--- config.mk ---
export PLATFORM = sky130hd
export DESIGN_NAME = mul_unit_pipelined_flat
export DESIGN_NICKNAME = d
export VERILOG_FILES = /design/src/rtl/mul_unit_pipelined_pkg.sv /design/src/rtl/mul_unit_pipelined_if.sv /design/src/rtl/mul_unit_pipelined_booth_round.sv /design/src/rtl/mul_unit_pipelined.sv /design/src/flat_wrapper.sv
export SDC_FILE = /design/constraint.sdc
export NUM_CORES = 2
export LEC_CHECK = 0
export CAP_MARGIN = 10
export CORE_ASPECT_RATIO = 0.8
export CORE_MARGIN = 2
export CORE_UTILIZATION = 35
export DETAILED_ROUTE_END_ITERATION = 6
export MAX_ROUTING_LAYER = met4
export PLACE_DENSITY = 0.59
export SKIP_CTS_REPAIR_TIMING = 1
export SYNTH_ARGS = -nofsm -noshare
export SYNTH_HDL_FRONTEND = slang
export SYNTH_SLANG_ARGS = --single-unit
--- constraint.sdc ---
create_clock -name clock -period 18.45 [get_ports clock]
set_input_delay 1.845 -clock clock [delete_from_list [all_inputs] [get_ports clock]]
set_output_delay 1.845 -clock clock [all_outputs]
set_load 0.005 [all_outputs]
--- src/rtl/mul_unit_pipelined_pkg.sv ---
`default_nettype none
// ============================================================================
// Module      : mul_pkg
// Description : Shared op / FSM state enums and operand signedness helpers
//               for the iterative Booth multiplier.
// Revision    : 1.0 - initial release
// ============================================================================
package mul_pkg;

    typedef enum logic [2:0] {
        MUL    = 3'd0,
        MULH   = 3'd1,
        MULHSU = 3'd2,
        MULHU  = 3'd3,
        MULW   = 3'd4
    } op_e;

    typedef enum logic [1:0] {
        IDLE = 2'd0,
        BUSY = 2'd1,
        DONE = 2'd2
    } state_e;

    function automatic logic arg1_signed(input op_e op);
        return op != MULHU;
    endfunction

    function automatic logic arg2_signed(input op_e op);
        return (op == MUL) || (op == MULH) || (op == MULW);
    endfunction

endpackage
`default_nettype wire

--- src/rtl/mul_unit_pipelined_if.sv ---
`default_nettype none
// ============================================================================
// Module      : mul_unit_pipelined_if
// Description : Request/response handshake bundle of the multiplier.
// Revision    : 1.0 - initial release
// ============================================================================
interface mul_unit_pipelined_if
    import mul_pkg::*;
#(
    parameter int width = 64
) ();
    logic             in_valid;
    logic             in_ready;
    op_e              op;
    logic [width-1:0] arg1;
    logic [width-1:0] arg2;
    logic             out_valid;
    logic             out_ready;
    logic [width-1:0] result;

    modport master (
        output in_valid, op, arg1, arg2, out_ready,
        input  in_ready, out_valid, result
    );

    modport slave (
        input  in_valid, op, arg1, arg2, out_ready,
        output in_ready, out_valid, result
    );
endinterface
`default_nettype wire

--- src/rtl/mul_unit_pipelined_booth_round.sv ---
`default_nettype none
// ============================================================================
// Module      : mul_booth_round
// Description : One combinational radix-2^bits_per_cycle Booth step: adds
//               digit * multiplicand to the running accumulator.
// Revision    : 1.0 - initial release
// ============================================================================
module mul_booth_round #(
    parameter int width          = 64,
    parameter int bits_per_cycle = 2
) (
    input  wire logic [bits_per_cycle-1:0] i_window,
    input  wire logic                      i_prev,
    input  wire logic                      i_top,
    input  wire logic [2*width-1:0]        i_mcand,
    input  wire logic [2*width-1:0]        i_acc,
    output logic      [2*width-1:0]        o_acc
);
    // digit = unsigned(window) + prev - 2^k * top; top is the window MSB
    // except on the closing round, where the sign/guard bit takes its place.
    always_comb begin
        o_acc = i_acc;
        if (i_prev) begin
            o_acc = o_acc + i_mcand;
        end
        for (int j = 0; j < bits_per_cycle; j++) begin
            if (i_window[j]) begin
                o_acc = o_acc + (i_mcand << j);
            end
        end
        if (i_top) begin
            o_acc = o_acc - (i_mcand << bits_per_cycle);
        end
    end
endmodule
`default_nettype wire

--- src/rtl/mul_unit_pipelined.sv ---
`default_nettype none
// ============================================================================
// Module      : mul_unit_pipelined
// Description : Iterative Booth multiplier (MUL/MULH/MULHSU/MULHU/MULW) with
//               valid/ready handshake. Define MUL_EARLY_OUT_EN to stop once
//               the remaining multiplier bits are pure sign fill.
// Revision    : 1.0 - initial release
// ============================================================================
module mul_unit_pipelined
    import mul_pkg::*;
#(
    parameter int width          = 64,
    parameter int bits_per_cycle = 2
) (
    input  wire logic           clock,
    input  wire logic           reset,
    input  wire logic           flush,
    mul_unit_pipelined_if.slave bus
);
    localparam int c_ROUNDS   = width / bits_per_cycle;
    localparam int c_ROUNDS_W = (width / 2) / bits_per_cycle;
    localparam int c_CNT_W    = $clog2(c_ROUNDS);

    state_e               r_state;
    op_e                  r_op;
    logic [c_CNT_W-1:0]   r_cnt;
    logic [2*width-1:0]   r_acc;
    logic [2*width-1:0]   r_mcand;
    logic [width-1:0]     r_mplier;
    logic [width-1:0]     r_result;
    logic                 r_prev;
    logic                 r_guard;
    logic                 r_out_valid;

    logic                      w_in_ready;
    logic                      w_accept;
    logic                      w_last_fixed;
    logic                      w_final;
    logic                      w_top;
    logic                      w_ld_guard;
    logic [bits_per_cycle-1:0] w_window;
    logic [2*width-1:0]        w_acc_next;
    logic [2*width-1:0]        w_ld_mcand;
    logic [width-1:0]          w_ld_mplier;
    logic [width-1:0]          w_result_sel;

    assign w_in_ready    = ~flush & ((r_state == IDLE) | ((r_state == DONE) & bus.out_ready));
    assign w_accept      = bus.in_valid & w_in_ready;
    assign bus.in_ready  = w_in_ready;
    assign bus.out_valid = r_out_valid;
    assign bus.result    = r_result;

    assign w_window     = r_mplier[bits_per_cycle-1:0];
    assign w_last_fixed = (r_op == MULW) ? (r_cnt == c_CNT_W'(c_ROUNDS_W - 1))
                                         : (r_cnt == c_CNT_W'(c_ROUNDS - 1));

`ifdef MUL_EARLY_OUT_EN
    logic w_rest_fill;
    assign w_rest_fill = (r_mplier[width-1:bits_per_cycle] == {(width-bits_per_cycle){r_guard}});
    assign w_final     = w_last_fixed | w_rest_fill;
`else
    assign w_final     = w_last_fixed;
`endif

    assign w_top = w_final ? r_guard : w_window[bits_per_cycle-1];

    // MULW only needs the low half-word product, so the multiplier is the
    // sign-extended low half and the loop stops halfway.
    always_comb begin
        w_ld_mcand = {{width{arg1_signed(bus.op) & bus.arg1[width-1]}}, bus.arg1};
        if (bus.op == MULW) begin
            w_ld_guard  = bus.arg2[width/2-1];
            w_ld_mplier = {{(width/2){bus.arg2[width/2-1]}}, bus.arg2[width/2-1:0]};
        end else begin
            w_ld_guard  = arg2_signed(bus.op) & bus.arg2[width-1];
            w_ld_mplier = bus.arg2;
        end
    end

    always_comb begin
        w_result_sel = w_acc_next[width-1:0];
        case (r_op)
            MULH, MULHSU, MULHU: w_result_sel = w_acc_next[2*width-1:width];
            MULW:    w_result_sel = {{(width/2){w_acc_next[width/2-1]}}, w_acc_next[width/2-1:0]};
            default: ;
        endcase
    end

    mul_booth_round #(
        .width          (width),
        .bits_per_cycle (bits_per_cycle)
    ) u_booth (
        .i_window (w_window),
        .i_prev   (r_prev),
        .i_top    (w_top),
        .i_mcand  (r_mcand),
        .i_acc    (r_acc),
        .o_acc    (w_acc_next)
    );

    always_ff @(posedge clock) begin
        if (reset) begin
            r_state     <= IDLE;
            r_op        <= MUL;
            r_cnt       <= '0;
            r_acc       <= '0;
            r_mcand     <= '0;
            r_mplier    <= '0;
            r_prev      <= 1'b0;
            r_guard     <= 1'b0;
            r_out_valid <= 1'b0;
            r_result    <= '0;
        end else if (flush) begin
            r_state     <= IDLE;
            r_cnt       <= '0;
            r_acc       <= '0;
            r_out_valid <= 1'b0;
            r_result    <= '0;
        end else begin
            case (r_state)
                BUSY: begin
                    r_acc    <= w_acc_next;
                    r_mcand  <= r_mcand << bits_per_cycle;
                    r_mplier <= {{bits_per_cycle{r_guard}}, r_mplier[width-1:bits_per_cycle]};
                    r_prev   <= w_window[bits_per_cycle-1];
                    r_cnt    <= r_cnt + 1'b1;
                    if (w_final) begin
                        r_state     <= DONE;
                        r_out_valid <= 1'b1;
                        r_result    <= w_result_sel;
                    end
                end
                DONE: begin
                    if (bus.out_ready) begin
                        r_state     <= IDLE;
                        r_out_valid <= 1'b0;
                        r_result    <= '0;
                    end
                end
                default: r_state <= IDLE;
            endcase
            // An accept can only occur in IDLE or in a completing DONE.
            if (w_accept) begin
                r_state  <= BUSY;
                r_op     <= bus.op;
                r_cnt    <= '0;
                r_acc    <= '0;
                r_mcand  <= w_ld_mcand;
                r_mplier <= w_ld_mplier;
                r_guard  <= w_ld_guard;
                r_prev   <= 1'b0;
            end
        end
    end
endmodule
`default_nettype wire

--- src/flat_wrapper.sv ---
// flat-port wrapper written by rule: the top's interface ports become plain ports
module mul_unit_pipelined_flat import mul_pkg::*;
#(
    parameter int width          = 64,
    parameter int bits_per_cycle = 2
)
  (clock, reset, flush, bus_in_valid, bus_op, bus_arg1, bus_arg2, bus_out_ready, bus_in_ready, bus_out_valid, bus_result);
  mul_unit_pipelined_if #(.width(width)) bus_i ();
  input  wire logic clock;
  input  wire logic reset;
  input  wire logic flush;
  input wire logic [$bits(bus_i.in_valid)-1:0] bus_in_valid;
  input wire logic [$bits(bus_i.op)-1:0] bus_op;
  input wire logic [$bits(bus_i.arg1)-1:0] bus_arg1;
  input wire logic [$bits(bus_i.arg2)-1:0] bus_arg2;
  input wire logic [$bits(bus_i.out_ready)-1:0] bus_out_ready;
  output wire logic [$bits(bus_i.in_ready)-1:0] bus_in_ready;
  output wire logic [$bits(bus_i.out_valid)-1:0] bus_out_valid;
  output wire logic [$bits(bus_i.result)-1:0] bus_result;
  assign bus_i.in_valid = bus_in_valid;
  assign bus_i.op = bus_op;
  assign bus_i.arg1 = bus_arg1;
  assign bus_i.arg2 = bus_arg2;
  assign bus_i.out_ready = bus_out_ready;
  assign bus_in_ready = bus_i.in_ready;
  assign bus_out_valid = bus_i.out_valid;
  assign bus_result = bus_i.result;
  mul_unit_pipelined #(.width(width), .bits_per_cycle(bits_per_cycle)) u_core (.clock(clock), .reset(reset), .flush(flush), .bus(bus_i));
endmodule
Word level (Yosys, flattened, before mapping)
Index checks and enable logic that the tools add are counted.
{ "word_totals": {"reg_bits": 397, "word_cells": 77, "inputBits": 136} }
{ "op_classes": {"n_addsub": 5, "mux": 25, "n_eq_ne": 15, "bitwise": 7, "n_reduce_logical": 14} }
{ "op_table": {"columns": ["operator", "n"], "rows": [
  ["$mux 128", 6],
  ["$add 128x128->128", 3],
  ["$mux 64", 5],
  ["$pmux 64 s2", 2],
  ["$sub 128x128->128", 1],
  ["$mux 1", 8],
  ["$reduce_and 2->1", 4],
  ["$eq 3x1->1 const B", 2],
  ["$eq 3x2->1 const B", 2],
  ["$eq 3x3->1 const B", 2],
  ["$ne 3x2->1 const B", 2],
  ["$reduce_or 3->1", 2],
  ["$add 5x1->5 const B", 1],
  ["$and 1x1->1", 5],
  ["$eq 5x4->1 const B", 1],
  ["$eq 5x5->1 const B", 1],
  ["$mux 2", 2],
  ["$pmux 2 s2", 1],
  ["$reduce_bool 2->1", 2],
  ["$logic_not 3->1", 1],
  ["$ne 3x1->1 const B", 1],
  ["$reduce_and 3->1", 1],
  ["$eq 2x1->1 const B", 1],
  ["$eq 2x2->1 const B", 1],
  ["other kinds (8)", 9]
]} }

Depth between registers and ports, before layout
{ "logic_depth": {"depth_word": 11, "mapped_depth": 60, "mapped_depth_nobuf": 57} }

Cells and area by module
Synthesis repeated with hierarchy kept, for this count alone.
{ "unflattened": {"cells_unflattened": 7638, "hier_area_um2": 53650.2} }
{ "modules_own_cells": {"columns": ["module", "n_inst", "area_per_inst_um2", "cells_per_inst", "seq_area_each_um2"], "rows": [
  ["mul_booth_round", 1, 38075.3, 5827, 0.0],
  ["mul_unit_pipelined", 1, 15574.9, 1811, 7947.6]
]} }

Worst setup path before layout
OpenSTA, ideal clock, no wires.
{ "synth_path": {"path_type": "flip-flop to flip-flop", "from": "reg u_core.r_mcand[0]", "to": "reg u_core.r_acc[127]", "slack_ns": 7.105, "synth_period_minus_slack_ns": 11.345, "n_path_buf": 3, "stages_incl_launch_ff": 56, "t_arrival_ns": 11.274, "cell_sequence": "dfxtp_1 -> ha_1 -> fa_1 -> a21oi_2 -> o211ai_2 -> a221oi_4 -> a32oi_4 -> a211oi_4 -> o31a_4 -> o21ai_0 -> xor2_1 -> mux2_2 -> ha_1 -> buf_2 -> nand4_1 -> nor4_1 -> and2_1 -> nand4_1 -> [20 not listed] -> nor2_1 -> inv_1 -> ha_1 -> clkbuf_1 -> a21oi_1 -> nor2b_1 -> o21ai_0 -> nand2b_1 -> a21oi_1 -> o21ai_0 -> a221o_1 -> a21o_1 -> or3_1 -> a21oi_1 -> xnor3_1 -> xor2_1 -> or2_1 -> a21oi_1"} }
{ "synth_via": {"elab_chain_len": 8} }
{ "synth_lines": {"columns": ["item", "line_no", "rtl"], "rows": [
  ["start, declared", "mul_unit_pipelined.sv:28", "logic [2*width-1:0] r_mcand;"],
  ["start signal, assigned", "mul_unit_pipelined.sv:123", "r_mcand <= r_mcand << bits_per_cycle;"],
  ["start signal, assigned", "mul_unit_pipelined.sv:148", "r_mcand <= w_ld_mcand;"],
  ["$add 128x128->128", "mul_unit_pipelined_booth_round.sv:24", "o_acc = o_acc + i_mcand;"],
  ["$mux 128", "mul_unit_pipelined_booth_round.sv:23", "if (i_prev) begin"],
  ["$add 128x128->128", "mul_unit_pipelined_booth_round.sv:28", "o_acc = o_acc + (i_mcand << j);"],
  ["$mux 128", "mul_unit_pipelined_booth_round.sv:27", "if (i_window[j]) begin"],
  ["$add 128x128->128", "mul_unit_pipelined_booth_round.sv:28", null],
  ["$mux 128", "mul_unit_pipelined_booth_round.sv:27", null],
  ["$sub 128x128->128", "mul_unit_pipelined_booth_round.sv:32", "o_acc = o_acc - (i_mcand << bits_per_cycle);"],
  ["$mux 128 (*)", "mul_unit_pipelined_booth_round.sv:31", "if (i_top) begin"],
  ["end signal, assigned", "mul_unit_pipelined.sv:122", "r_acc <= w_acc_next;"],
  ["end, declared", "mul_unit_pipelined.sv:27", "logic [2*width-1:0] r_acc;"]
]} }
Mark *: on every way between the ends. The rest lies on a longest branch, timed or not.
A chain may end at the register's enable or synchronous reset.

Final worst setup path
{ "layout_path": {"from": "reg u_core.r_mcand[26]", "to": "reg u_core.r_acc[127]"} }
Same word-level chain as after synthesis.

==> flow_metrics.py <==
metrics = {
    "status": {
        "status": "complete, no violations",
    },
    "worst_setup_path": {
        "crit_top_cell": "ha_1",
        "start_kind": "flop",
        "worstPathRequired_ns": 19.06,
        "rrSetupSlack_ns": 2.40,
        "max_stage_delay_ns": 1.06,
        "r2r-start": "u_core.r_mcand[26]",
        "arrival_ns": 16.66,
        "critPathSlowestCell": "a2111oi_0",
        "worst-setup-path-type": "reg2reg",
        "cp-startpoint": "u_core.r_mcand[26]",
        "r2r_end": "u_core.r_acc[127]",
        "crit_fanout": 10,
        "cp-end-kind": "flop",
        "r2r_cells": 43,
    },
    "min_path": {
        "hold-path-endpoint": "u_core.r_mplier[4]",
        "worstHoldStart": "u_core.r_mplier[4]",
        "whs_path_depth": 2,
        "hp-class": "reg2reg",
    },
    "pwr": {
        "p_switching_mw": 1.55,
        "p_per_area_nw_per_um2": 59.4,
        "swShare": 0.435,
        "p_seq_frac": 0.268,
        "p_leak_nw": 24.7,
        "power_frac_comb": 0.415,
        "p_int_mw": 2.02,
        "ir_drop_uv": 92.8,
        "clkPwrFrac": 0.317,
    },
    "synth": {
        "ys_ff_latch": 397,
        "netlist_instances": 7976,
        "yosys.area.top_type": "dfxtp_1",
        "synth.area.top_cells": "dfxtp_1 15%, ha_1 12%, a21oi_1 9.7%",
        "synth_ff_type": "dfxtp_1",
        "synthTopCellsByCount": "1066 x a21oi_1, 971 x nand2_1, 764 x nor2_1, 601 x o21ai_0, 506 x ha_1",
        "syn_nets": 8622,
        "synth_edf_count": 0,
        "synth_most_common_cell": "a21oi_1",
        "avgSynthCellArea_um2": 6.86,
        "yosysSeqAreaShare": 0.145,
        "synth.top_cell.area_share": 0.145,
        "async_reset_ff_frac": 0,
        "synthesis.area_um2": 54700,
        "yosysWarnings": 0,
        "synth_cell_types": 105,
    },
    "floorplanning": {
        "std_cell_rows": 129,
        "start_util": 0.353,
        "dieWidth_um": 446,
        "die-area_um2": 160000,
        "io-pin-count": 202,
        "core_area_um2": 155000,
        "chipHeight_um": 358,
    },
    "global_routing": {
        "grt_pass1_wl_um": 411000,
        "grt_usage": 0.362,
        "antenna_found_initial": 13,
        "grt-ovfl-total": 0,
        "grt_pass1_vias": 57000,
        "grt_start_max_net_pins": 128,
    },
    "clock_tree": {
        "tritoncts": "built",
        "clk_pin_slew_ns": 0.07,
        "clock_path_buffers": 3,
        "htreeDepth": 2,
        "cts_sinks": 397,
        "clock_latency_ns": 0.71,
        "cts_root_buffer": "clkbuf_16",
        "cts_buffers": 51,
    },
    "timing": {
        "slew_headroom": 0.0280,
        "whs_ns": 0.457,
        "timing.final.ws_setup_ns": 2.40,
        "grt_setup_unrepaired": "false",
        "min_period_over_period": 0.870,
        "setup_viol": 0,
        "fin_tns_setup_ns": 0,
        "worst_clock_skew_ns": 0.0592,
        "finalMaxSlewViolations": 0,
        "fin_crit_ns": 16.05,
        "report.final.hold_viol_count": 0,
        "tightest_slew_ns": 1.44,
        "fmax_mhz": 62.3,
    },
    "layout": {
        "layout-drive-gt1-share": 0.0654,
        "finish.instance_area_um2": 60200,
        "final_nets": 8470,
        "area_growth_pct": 10.0,
    },
    "flow_run": {
        "drv_cap": 0,
    },
    "placement": {
        "dp_hpwl_um": 244000,
        "place_ws_ns": 3.07,
        "gp_congestion": 1.15,
        "place_area_um2": 58400,
        "io_buffers": 201,
    },
    "detailed_routing": {
        "vias_per_cell": 6.53,
        "vias": 64700,
        "drc": 0,
        "drt-initial-drc-count": 9511,
        "drtAntennaViolNets": 0,
        "first_pass_iters": 7,
        "wl_per_cell_um": 29.8,
        "drt_wl_total_um": 295000,
    },
}
[layout by cell type (no fill, tap or decap), types with 33 or more instances in the layout]
cell type / synthesis / routed
a211oi_1: 164 / 161
a21boi_0: 37 / 37
a21o_1: 306 / 306
a21oi_1: 1066 / 1066
a221oi_1: 58 / 57
a22oi_1: 36 / 36
a311oi_1: 88 / 88
a31oi_1: 70 / 70
buf_4: 0 / 114
clkbuf_16: 0 / 52
clkdlybuf4s50_1: 0 / 200
dfxtp_1: 397 / 394
ha_1: 506 / 506
inv_1: 302 / 300
mux2_2: 181 / 181
mux2i_1: 64 / 63
nand2_1: 971 / 969
nand2b_1: 49 / 47
nand3_1: 68 / 68
nand4_1: 244 / 244
nor2_1: 764 / 760
nor2b_1: 34 / 33
nor3_1: 119 / 119
nor4_1: 39 / 38
o211ai_1: 47 / 47
o21a_1: 95 / 95
o21ai_0: 601 / 590
o21bai_1: 138 / 138
o221ai_1: 35 / 35
o31ai_1: 43 / 42
or3_1: 37 / 37
xnor2_1: 267 / 267
xor2_1: 213 / 213
[per-stage QoR]
stage / power (mW) / utilization / instances
2_1_floorplan: 1.89 / - / 7976
3_3_place_gp: 2.38 / 0.377 / 9798
3_5_place_dp: 2.38 / 0.377 / 9798
4_1_cts: 3.50 / 0.388 / 9890
5_1_grt: 3.69 / 0.388 / 9896
6_report: 3.58 / 0.389 / 9905
[how the worst max path moves through the flow]
stage                         to  slack, ns  cells after the start
4_1_cts        u_core.r_acc[127]       3.04                     45
3_3_place_gp   u_core.r_acc[127]       2.73                     45
3_5_place_dp   u_core.r_acc[127]       3.07                     45
2_1_floorplan  u_core.r_acc[127]       7.11                     55
6_report       u_core.r_acc[127]       2.40                     43
5_1_grt        u_core.r_acc[127]       2.49                     43
[worst max-delay path: cells and delay by family, from the launching register on]
family / cells / cell delay [ns]
compound gates: 15 / 5.85
flops: 1 / 0.42
xor+xnor: 5 / 0.97
mux: 2 / 0.66
simple gates: 17 / 6.00
fa+ha+maj: 4 / 2.00
[layout make-up]
type,instances,area [um^2]
Inverter,302,1130
Sequential cell,397,7960
Timing Repair Buffer,322,2970
Multi-Input combinational cell,6750,43800
Fill cell,16500,94700
Tap cell,2030,2540
Clock buffer,70,1490
Antenna cell,12,30.0
Clock inverter,22,314
[state kept, by name, indices dropped and copies added, names as in the netlist]
register              count
u_core.r_op               3
u_core.r_acc            128
u_core.bus.result        64
u_core.r_state            2
u_core.r_mcand          128
u_core.r_guard            1
u_core.bus.out_valid      1
u_core.r_prev             1
u_core.r_mplier          64
u_core.r_cnt              5
[layer usage]
metal  vias to the layer above  GRT usage  part of all wire  wire, um
met3                       408      0.158              0.17     48900
met5                         -          -                 0         0
met1                     31000      0.520              0.45    132000
li1                      29000          -                 -         -
met4                         0      0.101             0.033      9830
met2                      4216      0.439              0.35    104000
[power groups by stage]
stage	combinational, mW	sequential, mW	clock, mW
finish	1.48	0.959	1.13
global route	1.57	0.958	1.17
CTS	1.41	0.952	1.14
detailed placement	1.41	0.971	0
global placement	1.41	0.970	0
floorplan	0.946	0.940	0
[kinds of logic (layout without fill, tap and decap cells)]
| group | Yosys count | count (layout) | synth area share |
|---|---|---|---|
| AO/OA/AOI/OAI | 3028 | 3028 | 0.350 |
| AND/OR/NAND/NOR | 2480 | 2480 | 0.202 |
| other | 0 | 12 | 0 |
| flip-flops | 397 | 397 | 0.145 |
| adder cells (fa/ha/maj) | 510 | 510 | 0.117 |
| buffers and inverters | 829 | 716 | 0.0574 |
| multiplexers | 251 | 251 | 0.0506 |
| XOR/XNOR | 481 | 481 | 0.0772 |
Power figures use the tool's default switching activity.
